[src/rtl/therm2bin_encoder.sv]
// Back end for a 15-level flash converter. It synchronises the comparator lines,
// repairs bubbles, encodes to binary, optionally averages, and delivers valid/ready results.
module therm2bin_encoder #(
  parameter bit ACTIVE_LOW = 1'b1,
  parameter int ACC_LOG2   = 0
) (
  input  logic        clk,
  input  logic        rst,
  input  logic [14:0] y_in,
  input  logic        sample_en,
  output logic [3:0]  code_out,
  output logic        code_valid,
  input  logic        code_ready,
  output logic        bubble_err,
  output logic        overrun,
  input  logic        flags_clr
);

  localparam int ACC_W = 4 + ACC_LOG2;
  localparam int CNT_W = (ACC_LOG2 > 0) ? ACC_LOG2 : 1;
  localparam logic [CNT_W-1:0] CNT_LAST = CNT_W'((1 << ACC_LOG2) - 1);

  typedef enum logic {IDLE, RUN} state_t;

  logic [14:0] s1, s2, t, c;
  logic [16:0] t_ext;
  logic [3:0]  pop, e;
  logic        e_vld;
  logic        bubble_set, overrun_set, handshake;

  state_t           state, state_nxt;
  logic [ACC_W-1:0] acc, acc_nxt, acc_sum;
  logic [CNT_W-1:0] cnt, cnt_nxt;
  logic             res_vld;
  logic [3:0]       res;

  // NOTE: every register below uses <= so all flops update from pre-edge values.
  always_ff @(posedge clk or posedge rst) begin
    if (rst) begin
      s1 <= '0;
      s2 <= '0;
    end else begin
      s1 <= y_in;
      s2 <= s1;
    end
  end

  assign t     = ACTIVE_LOW ? ~s2 : s2;
  // Below level 1 counts as tripped, above level 15 as not tripped.
  assign t_ext = {1'b0, t, 1'b1};

  always_comb begin
    c   = '0;
    pop = '0;
    for (int i = 0; i < 15; i++) begin
      c[i] = (t_ext[i] & t_ext[i+1]) | (t_ext[i] & t_ext[i+2]) | (t_ext[i+1] & t_ext[i+2]);
      pop  = pop + 4'(c[i]);
    end
  end

  assign bubble_set = sample_en && (c != t);

  always_ff @(posedge clk or posedge rst) begin
    if (rst) begin
      e     <= '0;
      e_vld <= 1'b0;
    end else begin
      e_vld <= sample_en;
      if (sample_en) e <= pop;
    end
  end

  always_ff @(posedge clk or posedge rst) begin
    if (rst) begin
      state <= IDLE;
      acc   <= '0;
      cnt   <= '0;
    end else begin
      state <= state_nxt;
      acc   <= acc_nxt;
      cnt   <= cnt_nxt;
    end
  end

  assign acc_sum = acc + ACC_W'(e);
  assign res     = acc_sum[ACC_LOG2 +: 4];

  // NOTE: defaults first so no path through this block leaves a signal unassigned (no latches).
  always_comb begin
    state_nxt = state;
    acc_nxt   = acc;
    cnt_nxt   = cnt;
    res_vld   = 1'b0;
    if (e_vld) begin
      if (cnt == CNT_LAST) begin
        res_vld   = 1'b1;
        acc_nxt   = '0;
        cnt_nxt   = '0;
        state_nxt = sample_en ? RUN : IDLE;
      end else begin
        acc_nxt   = acc_sum;
        cnt_nxt   = cnt + CNT_W'(1);
        state_nxt = RUN;
      end
    end
  end

  assign handshake   = code_valid && code_ready;
  assign overrun_set = res_vld && code_valid && !code_ready;

  always_ff @(posedge clk or posedge rst) begin
    if (rst) begin
      code_out   <= '0;
      code_valid <= 1'b0;
    end else if (res_vld && (!code_valid || code_ready)) begin
      code_out   <= res;
      code_valid <= 1'b1;
    end else if (handshake) begin
      code_valid <= 1'b0;
    end
  end

  // A flag event in the same cycle as flags_clr keeps the flag set.
  always_ff @(posedge clk or posedge rst) begin
    if (rst) begin
      bubble_err <= 1'b0;
      overrun    <= 1'b0;
    end else begin
      if (bubble_set)     bubble_err <= 1'b1;
      else if (flags_clr) bubble_err <= 1'b0;
      if (overrun_set)    overrun    <= 1'b1;
      else if (flags_clr) overrun    <= 1'b0;
    end
  end

endmodule
[config.mk]
export PLATFORM = sky130hd
export DESIGN_NAME = therm2bin_encoder
export DESIGN_NICKNAME = d
export VERILOG_FILES = /design/src/rtl/therm2bin_encoder.sv
export SDC_FILE = /design/constraint.sdc
export NUM_CORES = 1
export LEC_CHECK = 0
export ABC_AREA = 0
export BUFFER_PORTS_ARGS = -buffer_cell sky130_fd_sc_hd__buf_4
export CAP_MARGIN = 20
export CORE_MARGIN = 1
export CORE_UTILIZATION = 60
export CTS_CLUSTER_DIAMETER = 200
export DETAILED_ROUTE_END_ITERATION = 10
export PLACE_DENSITY = 0.86
export SLEW_MARGIN = 10
export SYNTH_ARGS = -nofsm -noshare
export SYNTH_HDL_FRONTEND = slang
export SYNTH_SLANG_ARGS = --single-unit
[constraint.sdc]
create_clock -name clk -period 9.85 [get_ports clk]
set_input_delay 0 -clock clk [delete_from_list [all_inputs] [get_ports clk]]
set_output_delay 0 -clock clk [all_outputs]
set_load 0.02 [all_outputs]
==> Yosys cells after proc, flatten, opt, wreduce, memory -nomap -nowiden <==
Index checks and enable logic that the tools add are counted.
{ "op_classes": {"n_bitwise": 56, "eq_ne": 1, "muxes": 9, "reduce_logical": 11, "addsub": 16} }
{ "op_table": {"columns": ["op", "count"], "rows": [
  ["4-bit by 1-bit adder with 4-bit output", 11],
  ["1-bit OR", 28],
  ["1-bit bitwise AND", 27],
  ["15-bit inequality test", 1],
  ["15-bit NOT", 1],
  ["1-bit 2-to-1 mux", 8],
  ["2-bit nonzero test", 3],
  ["1-bit logical AND", 5],
  ["3-bit by 1-bit adder with 4-bit output", 1],
  ["4-bit adder", 1],
  ["4-bit 2-to-1 mux", 1],
  ["2-bit by 1-bit adder with 3-bit output", 1],
  ["1-bit by 1-bit adder with 2-bit output", 1],
  ["1-bit zero test", 2],
  ["1-bit adder (second input constant)", 1],
  ["1-bit logical OR", 1]
]} }
{ "word_totals": {"input_bits": 20, "regBits": 47, "output_inout_bits": 7} }

==> Longest topological paths before layout <==
Gate-level depths: netlist of the first run.
{ "depth": {"word_depth": 18, "ltp_mapped": 14, "depth_no_buf": 13} }

==> Least setup slack after synthesis of the first run <==
Ideal clock, no wire load.
{ "synth_timing": {"path_type": "flip-flop to flip-flop", "from": "register s2[3]", "to": "register e[1]", "setup_slack_ns": 5.739, "period_less_slack_ns": 4.111, "n_path_buf": 0, "arrival_ns": 4.034, "stages_incl_launch_ff": 13, "setup_ns": 0.077, "cell_sequence": "dfrtp_1 > or2_2 > a21oi_1 > fa_1 > fa_1 > fa_1 > inv_1 > fa_1 > inv_1 > fa_1 > inv_1 > fa_1 > a21oi_1"} }
{ "synth_between": {"elab_chain_cells": 17} }
{ "synth_lines": {"columns": ["element", "line", "rtl"], "rows": [
  ["start: declaration", "25", "logic [14:0] s1, s2, t, c;"],
  ["start signal: assignment", "41", "s2 <= '0;"],
  ["start signal: assignment", "44", "s2 <= s1;"],
  ["15-bit NOT (*)", "48", "assign t = ACTIVE_LOW ? ~s2 : s2;"],
  ["1-bit bitwise AND", "56", "c[i] = (t_ext[i] & t_ext[i+1]) | (t_ext[i] & t_ext[i+2]) | (t_ext[i+1] & t_ext[i+2]);"],
  ["1-bit OR (2 in a row)", "56", null],
  ["2-bit by 1-bit adder with 3-bit output", "57", "pop = pop + 4'(c[i]);"],
  ["3-bit by 1-bit adder with 4-bit output", "57", null],
  ["4-bit by 1-bit adder with 4-bit output (*) (11 in a row)", "57", null],
  ["end signal: assignment", "69", "if (sample_en) e <= pop;"],
  ["end: declaration", "27", "logic [3:0] pop, e;"]
]} }
Mark *: on every way between the ends. The rest lies on a longest branch, timed or not.
A chain may end at the register's enable or synchronous reset.

==> Final worst setup path of the first run <==
Same ends and word-level chain as after synthesis.

==> metrics, run 1 <==
PD cells 193 nW/µm²; Post-route DRC 6; Gates resized, CTS repair 0; CP max-delay cell fa_1; die area 3280 µm²; Reg2Reg Depth 12; Setup Skew around 0.0090 ns; vias in the first global route 1285; measured slew at the worst slew-check pin 0.494 ns; GPL Wtd Cong 0.824; syn_nets ~170; total net switching power 142 µW; die width around 57 µm; crit-path max cell delay around 0.54 ns; status finished, violations left; Final Max Slew Viols 0; number of cell rows 19; Synth area leaders dfrtp_1, fa_1, mux2_2, inv_1, maj3_1; largest area contributor in the netlist dfrtp_1; gr usage total 24.6%; share of the synthesized area in the top cell type around 57%; io pins 27; Port Buffers 26; Most common cell on crit path fa_1; Nets 224; Pre-Repair DR Iteration Count 7; crit path capture type flip-flop; setup_tns 0 ns; clock power share between 15 and 20%; crit start category flip-flop; Cell Int Power 305 µW; period utilization 43.3%; P_leak 0.00109 µW; Seq/Total Area, Yosys 57.4%; sequential power share 47.3%; Final Hold Viols 0; Seq cells post-synth 42; Worst-Skew Late Latency 0.34 ns; CTS Sinks between 40 and 50; fmax 0.234 GHz; Clock Pin Slew Worst Setup and Hold Paths 0.12 ns; min Tclk post-route 4.27 ns; initial antenna violation count 0; CORE AREA about 2800 µm²; Max VDD drop 0.163 mV; die height 57.2 µm; power share of the combinational group 34.5%; n_diodes 0; violated checks design-rule violations; CP Data Required Time 10.12 ns; P&R area growth vs syn 26.3%; crit path kind reg2reg; hold slack just under 0.3 ns; top_reg_cell synth dfrtp_1; most frequent cell after synthesis dfrtp_1; ys async rst share 100%; Syn Std Cell Area 1830 µm²; Yosys warning total 0; CTS Buffer Depth 2; EDFF count, synth 0; Max Cap Viol 0; global route overflow 0; RSZ-0062 raised after global routing false; Post-DP HPWL ~2.2 mm; distinct cell type count of the synthesized netlist 30; Root Driver clkbuf_4; global-route wire length before repair 5.74 mm; initial drt markers between 40 and 50; Commonest cells post-synth dfrtp_1, inv_1, fa_1; Inserted Clock Buffers 5; H-tree levels 2; post-route ant nets 0; Net Sw Frac 31.8%; starting density of the core roughly two thirds; Routed Wire Length around 3.3 mm; CP arrival around 4.5 ns; Post-Synthesis Cells 140; detailed-route via count 1191; average cell area after synthesis 13.1 µm²; vias per std cell 5.32; layout cells sized above 1 22.8%; Setup violations, final 0; worst path cell trace or2_2, a21oi_1, fa_1, fa_1, fa_1, inv_1, fa_1, inv_1, fa_1, inv_1, fa_1, a21oi_1; Wirelength per Cell between 10 and 15 µm; largest net degree at the start of global routing 43; Worst Hold Depth 2; Max FO, Critical Path 9; CTS tree built; Slew headroom 67.1%; class of the worst hold path in2reg
-- critical path: cells and delay by family (launching register included) --
family / cells / cell delay (ns)
fa+ha+maj: 6 / 2.89
flops: 1 / 0.47
simple gates: 1 / 0.33
compound gates: 2 / 0.32
buf+inv: 3 / 0.19
-- placed cells by master (no fill, tap or decap), types with 7 or more instances in the layout --
cell type,synthesis,routed
inv_1,19,19
maj3_1,7,7
dfrtp_1,42,42
dlygate4sd3_1,0,20
mux2_2,7,7
a21oi_1,7,7
buf_4,0,27
fa_1,10,10
-- final timing paths --
| kind | start | end | slack, ns |
|---|---|---|---|
| worst max-delay path | s2[3] | e[1] | 5.58 |
| worst min-delay path | y_in[14] | s1[14] | 0.30 |
| worst max register to register | s2[3] | e[1] | 5.58 |
| worst min register to register | s1[9] | s2[9] | 0.36 |
| max in group asynchronous | rst | code_out[3] | 9.18 |
| min in group asynchronous | rst | s2[1] | 0.32 |
-- flip-flops by register name (all words and copies together), names as in the netlist --
register and count:
bubble_err 1, overrun 1, e 4, code_valid 1, s2 15, s1 15, e_vld 1, code_out 4
-- area by class of cell --
| type | instances | area (µm²) |
|---|---|---|
| timing repair buffer | 47 | 403 |
| tap | 31 | 38.8 |
| multi-input combinational | 77 | 693 |
| sequential | 42 | 1050 |
| fill | 145 | 517 |
| clock buffer | 6 | 41.3 |
| clock inverter | 2 | 13.8 |
| inverter | 19 | 71.3 |
-- cell families (layout without fill, tap and decap cells) --
kind of cell / after synthesis / count (layout) / synth area share (%)
buffers and inverters: 21 / 74 / 4.72
xor gates and xnor gates: 1 / 1 / 0.479
adders and majority gates: 19 / 19 / 16.1
muxes: 7 / 7 / 4.31
and+or+nand+nor: 26 / 26 / 7.86
AOI/OAI and AO/OA: 24 / 24 / 9.09
DFF: 42 / 42 / 57.4
-- metrics by stage --
| step | instances | setup WS [ns] | power [µW] | util (%) | area (µm²) |
|---|---|---|---|---|---|
| global route | 224 | 5.40 | 481 | 81.7 | 2310 |
| CTS | 224 | 5.57 | 452 | 81.7 | 2310 |
| finish | 224 | 5.58 | 447 | 81.7 | 2310 |
| floorplan | 140 | 5.74 | 320 | - | 1830 |
| global placement | 196 | 5.69 | 353 | 72.7 | 2060 |
| detailed placement | 196 | 5.60 | 364 | 72.7 | 2060 |
-- timing repair --
item                      in CTS  in global routing
setup buffers                  0                  0
hold endpoints to repair      65                  0
hold buffers                  20                  0
-- layer usage --
layer  GRT usage, %  vias to the layer above  part of all wire (%)
met1           29.0                      573                    38
met2           42.4                       39                    55
met3           5.44                       14                   4.8
met5              0                        -                     0
met4           13.2                        0                   2.9
li1               -                      565                     -
-- power by group through the flow --
stage	registers (µW)	logic, µW	clock network, µW
3_5_place_dp	215	149	0
4_1_cts	212	157	83.2
2_1_floorplan	223	97.3	0
5_1_grt	215	173	92.1
3_3_place_gp	213	140	0
6_report	212	154	81.3
Note: power is estimated with default switching activity, not from simulation.
==> inputs of run 2 (changes only) <==
--- a/config.mk
+++ b/config.mk
@@ -9,10 +9,10 @@
 export BUFFER_PORTS_ARGS = -buffer_cell sky130_fd_sc_hd__buf_4
 export CAP_MARGIN = 20
 export CORE_MARGIN = 1
-export CORE_UTILIZATION = 60
+export CORE_UTILIZATION = 55
 export CTS_CLUSTER_DIAMETER = 200
 export DETAILED_ROUTE_END_ITERATION = 10
-export PLACE_DENSITY = 0.86
+export PLACE_DENSITY = 0.8
 export SLEW_MARGIN = 10
 export SYNTH_ARGS = -nofsm -noshare
 export SYNTH_HDL_FRONTEND = slang
==> constraint.sdc (replaced) <==
create_clock -name clk -period 4.1 [get_ports clk]
set_input_delay 0 -clock clk [delete_from_list [all_inputs] [get_ports clk]]
set_output_delay 0 -clock clk [all_outputs]
set_load 0.02 [all_outputs]
==> run 2 against run 1 <==
The flow now finishes without violations. First-iteration DRC count down 58%. Global-route usage decreased by 4.2 points. Cell count is 9.4% higher. Non-clock buffer count increased by 8. Via count is 2.9% higher. Hold slack got worse by 0.015 ns. Register-to-register slack worse by 5.5 ns. Design area increased by 5.2%. Die area is 8.8% higher. Power grew to 2.6 times the previous value. Critical endpoint unchanged.
==> metrics, run 2 (same netlist as run 1, synthesis figures left out) <==
status finished clean; io pins 27 (unchanged); Worst-Skew Late Latency 0.35 ns (about the same); Clock Pin Slew Worst Setup and Hold Paths 0.12 ns (about the same); P&R area growth vs syn 32.9%; Non-Filler Instances 245 (+9.4%); CP arrival 4.32 ns (-0.22 ns); starting density of the core 59.0% (-5.7 points); CTS Buffer Depth 2 (unchanged); crit path kind reg2reg; CP Data Required Time 4.39 ns (-5.73 ns); Max Cap Viol 0 (unchanged); Setup violations, final 0 (unchanged); PD cells 479 nW/µm² (+150%); Placement Setup Slack -0.0924 ns (-5.69 ns); initial drt markers 18 (-58%); Wirelength per Cell 12.5 µm (-14%); number of cell rows 20 (+1); Max VDD drop 0.308 mV (+89%); GPL Wtd Cong 0.820 (-0.51%); Pwr Total 1170 µW (+160%); Inserted Clock Buffers 5 (unchanged); FF+latch area 1050 µm² (unchanged); fmax 0.248 GHz (+5.9%); commonest non-fill, non-tap cell in the layout dfrtp_1; vias per std cell 5.00 (-5.9%); die area 3560 µm² (+8.8%); Routed Wire Length 3.07 mm (-6.2%); worst path cell trace maj3_2, fa_1, inv_2, fa_1, fa_1, inv_1, fa_1, inv_2, fa_2, inv_2, fa_2, a21oi_2; RSZ-0062 raised after global routing true; P_leak 0.00113 µW (+3.9%); Max FO, Critical Path 3 (-6); crit path capture type flip-flop; CTS tree built; Most common cell on crit path fa_1; layout cells sized above 1 30.8% (+8.0 points); crit-path max cell delay 0.55 ns (about the same); Post-DP Area 2130 µm² (+3.7%); Nets 232 (+3.6%); Root Driver clkbuf_4; class of the worst hold path in2reg; post-route ant nets 0 (unchanged); Final Max Slew Viols 0 (unchanged); initial antenna violation count 0 (unchanged); setup_tns 0 ns (unchanged); Setup Skew 0.00777 ns (-0.00123 ns); detailed-route via count 1226 (+2.9%); Port Buffers 26 (unchanged); setup ws final 0.0692 ns (-5.51 ns); largest net degree at the start of global routing 43 (unchanged); Placed Cells incl. Taps 216 (+10%); most frequent cells in the layout dfrtp_1, buf_4, dlygate4sd3_1; die width 59.7 µm (+4.3%); crit start category flip-flop; Regs by FF count s1: 15 flops, s2: 15 flops; n_diodes 0 (unchanged); CTS Sinks 42 (unchanged); Post-route DRC 0 (-6); CORE AREA 3100 µm² (+9.7%); period utilization 98.3% (+55 points); Final Hold Viols 0 (unchanged); gr usage total 20.5% (-4.2 points); CP max-delay cell fa_1; vias in the first global route 1218 (-5.2%); global-route wire length before repair 5.09 mm (-11%); measured slew at the worst slew-check pin 0.491 ns (-0.00304 ns); min Tclk post-route 4.03 ns (-0.237 ns); global route overflow 0 (unchanged); area of the multi-input gates 711 µm² (+2.5%); Post-DP HPWL 2.19 mm (-0.88%); die height 59.7 µm (+4.3%); Pre-Repair DR Iteration Count 4 (-3); design area 2430 µm² (+5.2%); H-tree levels 2 (unchanged); Slew headroom 67.3% (+0.20 points); flop2flop setup slack 0.07 ns (-5.51 ns); Fill cells 210 (+45%)
-- run 2: changes by cell type in the layout (fill, tap and decap cells not counted), sizes merged --
cell,before,now
buf,27,35
clkbuf,6,5
clkinvlp,0,2
clkinv,2,0
bufinv,0,1
-- run 2: cell type report --
type                            instances  share of cell area (%)
Tap cell                               44                    2.26
Clock inverter                          3                    1.85
Clock buffer                            5                    1.54
Timing Repair Buffer                   55                    19.0
Multi-Input combinational cell         77                    29.2
Inverter                               19                    2.93
Sequential cell                        42                    43.2
-- run 2: what timing repair did --
action	in CTS	in global routing
hold endpoints to repair	65	0
buffers inserted	0	1
endpoints found under the setup margin	2	2
hold buffers	20	0
cloned	0	0
pin swaps	5	10
gates resized for setup	6	1
-- run 2: path summary, 6_finish.rpt --
kind,end,from,cells after the start
max reg2reg,e[1],s2[8],12
min reg2reg,s2[14],s1[14],0
max in group asynchronous,s2[4],rst,4
max,e[1],s2[8],12
min in group asynchronous,s2[5],rst,4
min,s1[6],y_in[6],2
-- run 2: routing by layer --
| metal | up-vias | GRT usage [%] | wire, µm |
|---|---|---|---|
| li1 | 580 | - | - |
| met5 | - | 0 | 0 |
| met1 | 616 | 21.5 | 1220 |
| met3 | 6 | 6.71 | 104 |
| met2 | 24 | 37.9 | 1710 |
| met4 | 0 | 6.98 | 43 |
-- run 2: metrics by stage --
stage	hold WS (ns)	util [%]
final	0.282	78.4
after detailed placement	0.110	68.8
after floorplan	0.0314	-
after CTS	0.271	78.2
after global routing	0.262	78.4
after global placement	0.109	68.8
-- run 2: worst max-delay path: cells and delay by family, from the launching register on --
kind                     cells  cell delay (ns)
AO/OA/AOI/OAI                1             0.14
adder cells (fa/ha/maj)      7             3.20
buffers and inverters        4             0.21
flip-flops                   1             0.42
-- run 2: report_power, final --
group	switching (µW)	internal (µW)	leakage, µW
combinational	191	212	0.000610
sequential	30.8	473	0.000487
clock	132	128	0.0000374
total	354	813	0.00113
==> inputs of run 3 (changes only) <==
--- a/config.mk
+++ b/config.mk
@@ -9,10 +9,11 @@
 export BUFFER_PORTS_ARGS = -buffer_cell sky130_fd_sc_hd__buf_4
 export CAP_MARGIN = 20
 export CORE_MARGIN = 1
-export CORE_UTILIZATION = 55
+export CORE_UTILIZATION = 58
+export CTS_BUF_LIST = sky130_fd_sc_hd__clkbuf_8
 export CTS_CLUSTER_DIAMETER = 200
 export DETAILED_ROUTE_END_ITERATION = 10
-export PLACE_DENSITY = 0.8
+export PLACE_DENSITY = 0.84
 export SLEW_MARGIN = 10
 export SYNTH_ARGS = -nofsm -noshare
 export SYNTH_HDL_FRONTEND = slang
==> run 3 against run 2 <==
Power rose by 0.20%. Clock power barely moved. Global-route usage rose by 2.0 points. Sequential power barely moved. Sequential share of layout area rose by 0.20 points. Cell count fell by 0.82%. Die area fell by 5.0%. Critical path type unchanged. Wire length rose by 0.72%. Critical path depth rose by 1. Register-to-register slack improved by 0.06 ns. Non-clock buffer count fell by 2.
==> metrics, run 3 (same netlist as run 1, synthesis figures left out) <==
H-tree levels 2 (unchanged); GPL Wtd Cong 0.817 (-0.33%); Max FO, Critical Path 3 (unchanged); number of cell rows 20 (unchanged); PD cells 483 nW/µm² (+0.66%); power share of the combinational group 34.7% (+0.2 points); crit path kind reg2reg; most frequent cells in the layout dfrtp_1, buf_4, dlygate4sd3_1; initial antenna violation count 0 (unchanged); CP arrival 4.15 ns (-0.17 ns); Cell Int Power 802 µW (-1.3%); global-route wire length before repair 5.33 mm (+4.9%); Reg2Reg Depth 13 (+1); Wirelength per Cell 12.7 µm (+1.5%); global route overflow 0 (unchanged); Slew headroom 67.1% (-0.15 points); period utilization 96.9% (-1.4 points); Clock Pin Slew Worst Setup and Hold Paths 0.08 ns (-0.04 ns); flop2flop setup slack 0.13 ns (+0.06 ns); Worst-Skew Late Latency 0.29 ns (-0.06 ns); Port Buffers 26 (unchanged); Final Max Slew Viols 0 (unchanged); layout cells sized above 1 31.2% (+0.31 points); Reg-to-Reg Start s2[4]; Max VDD drop 0.310 mV (+0.82%); total net switching power 367 µW (+3.6%); starting density of the core 60.5% (+1.5 points); die height 58.2 µm (-2.5%); crit start category flip-flop; Setup Skew 0.00542 ns (-0.00235 ns); class of the worst hold path in2reg; Placement Setup Slack -0.0404 ns (+0.0520 ns); largest net degree at the start of global routing 43 (unchanged); status finished clean; Routed Wire Length 3.10 mm (+0.72%); vias in the first global route 1246 (+2.3%); Nets 230 (-0.86%); P_leak 0.00113 µW (about the same); Setup violations, final 0 (unchanged); Net Sw Frac 31.4% (+1.0 points); worst setup path startpoint s2[4]; Pre-Repair DR Iteration Count 4 (unchanged); Root Driver clkbuf_8; gr usage total 22.4% (+2.0 points); fmax 0.252 GHz (+1.5%); detailed-route via count 1195 (-2.5%); io pins 27 (unchanged); vias per std cell 4.92 (-1.7%); Final Hold Viols 0 (unchanged); measured slew at the worst slew-check pin 0.493 ns (+0.00226 ns); Regs by FF count s1: 15 flops, s2: 15 flops; Post-DP HPWL 2.22 mm (+1.3%); CTS Buffer Depth 2 (unchanged); Max Cap Viol 0 (unchanged); min Tclk post-route 3.97 ns (-0.0581 ns); CP Data Required Time 4.28 ns (-0.11 ns); setup ws final 0.127 ns (+0.0581 ns); die width 58.2 µm (-2.5%); Inserted Clock Buffers 5 (unchanged); P&R area growth vs syn 32.3%; Post-route DRC 0 (unchanged); commonest non-fill, non-tap cell in the layout dfrtp_1; r2r endpoint e[2]; CORE AREA 3030 µm² (-2.4%); final core utilization 80.0% (+1.6 points); CTS Sinks 42 (unchanged); CTS tree built; sequential power share 43.1% (about the same); crit path capture type flip-flop; post-route ant nets 0 (unchanged); setup_tns 0 ns (unchanged); die area 3380 µm² (-5.0%); Critical Path End e[2]; n_diodes 0 (unchanged); initial drt markers 32 (+14); clock power share 22.2% (about the same); RSZ-0062 raised after global routing false
[run 3: worst max-delay path, stage by stage, from the launching register on]
cell	delay (ns)
dfrtp_1	0.42
maj3_2	0.34
fa_1	0.54
inv_1	0.05
fa_1	0.48
fa_1	0.49
inv_1	0.05
fa_1	0.45
inv_2	0.07
fa_2	0.20
inv_2	0.04
fa_2	0.35
xnor2_1	0.13
mux2_2	0.26
[run 3: stage by stage]
| stage | cells | instance area, µm² | total power (µW) | hold slack, ns |
|---|---|---|---|---|
| after global placement | 216 | 2130 | 859 | 0.109 |
| final | 243 | 2420 | 1170 | 0.0457 |
| after global routing | 243 | 2420 | 1250 | 0.0842 |
| after floorplan | 140 | 1840 | 772 | 0.0314 |
| after CTS | 242 | 2410 | 1180 | 0.0273 |
| after detailed placement | 216 | 2130 | 886 | 0.110 |
[run 3: worst min-delay path by stage]
stage / from / endpoint / cells after the start
after global placement: y_in[11] / s1[11] / 1
after CTS: code_ready / code_valid / 3
after floorplan: sample_en / e_vld / 0
after detailed placement: y_in[2] / s1[2] / 1
after global routing: code_ready / code_valid / 3
final: code_ready / code_valid / 3
[run 3: power by group through the flow]
stage | logic (µW) | registers [µW] | clock network (µW)
2_1_floorplan | 236 | 536 | 0
3_3_place_gp | 351 | 508 | 0
3_5_place_dp | 373 | 513 | 0
4_1_cts | 411 | 505 | 268
5_1_grt | 453 | 512 | 286
6_report | 406 | 504 | 259
[run 3: routing by layer]
metal | GRT usage, % | up-vias | wire [µm]
li1 | - | 576 | -
met1 | 25.7 | 579 | 1260
met2 | 38.3 | 31 | 1660
met3 | 5.58 | 9 | 92
met4 | 12.9 | 0 | 75
met5 | 0 | - | 0
[run 3: what timing repair did]
item,in CTS,in global routing
endpoints found under the hold margin,61,0
resized for setup,4,3
setup endpoints to repair,2,2
setup buffers,0,1
hold buffers,18,0
pin swaps,4,5
[run 3: area by class of cell]
| class | count | area [µm²] |
|---|---|---|
| sequential | 42 | 1050 |
| multi-input combinational | 77 | 712 |
| fill | 180 | 606 |
| timing repair buffer | 53 | 443 |
| inverter | 19 | 71.3 |
| clock buffer | 5 | 68.8 |
| tap | 44 | 55.1 |
| clock inverter | 3 | 21.3 |
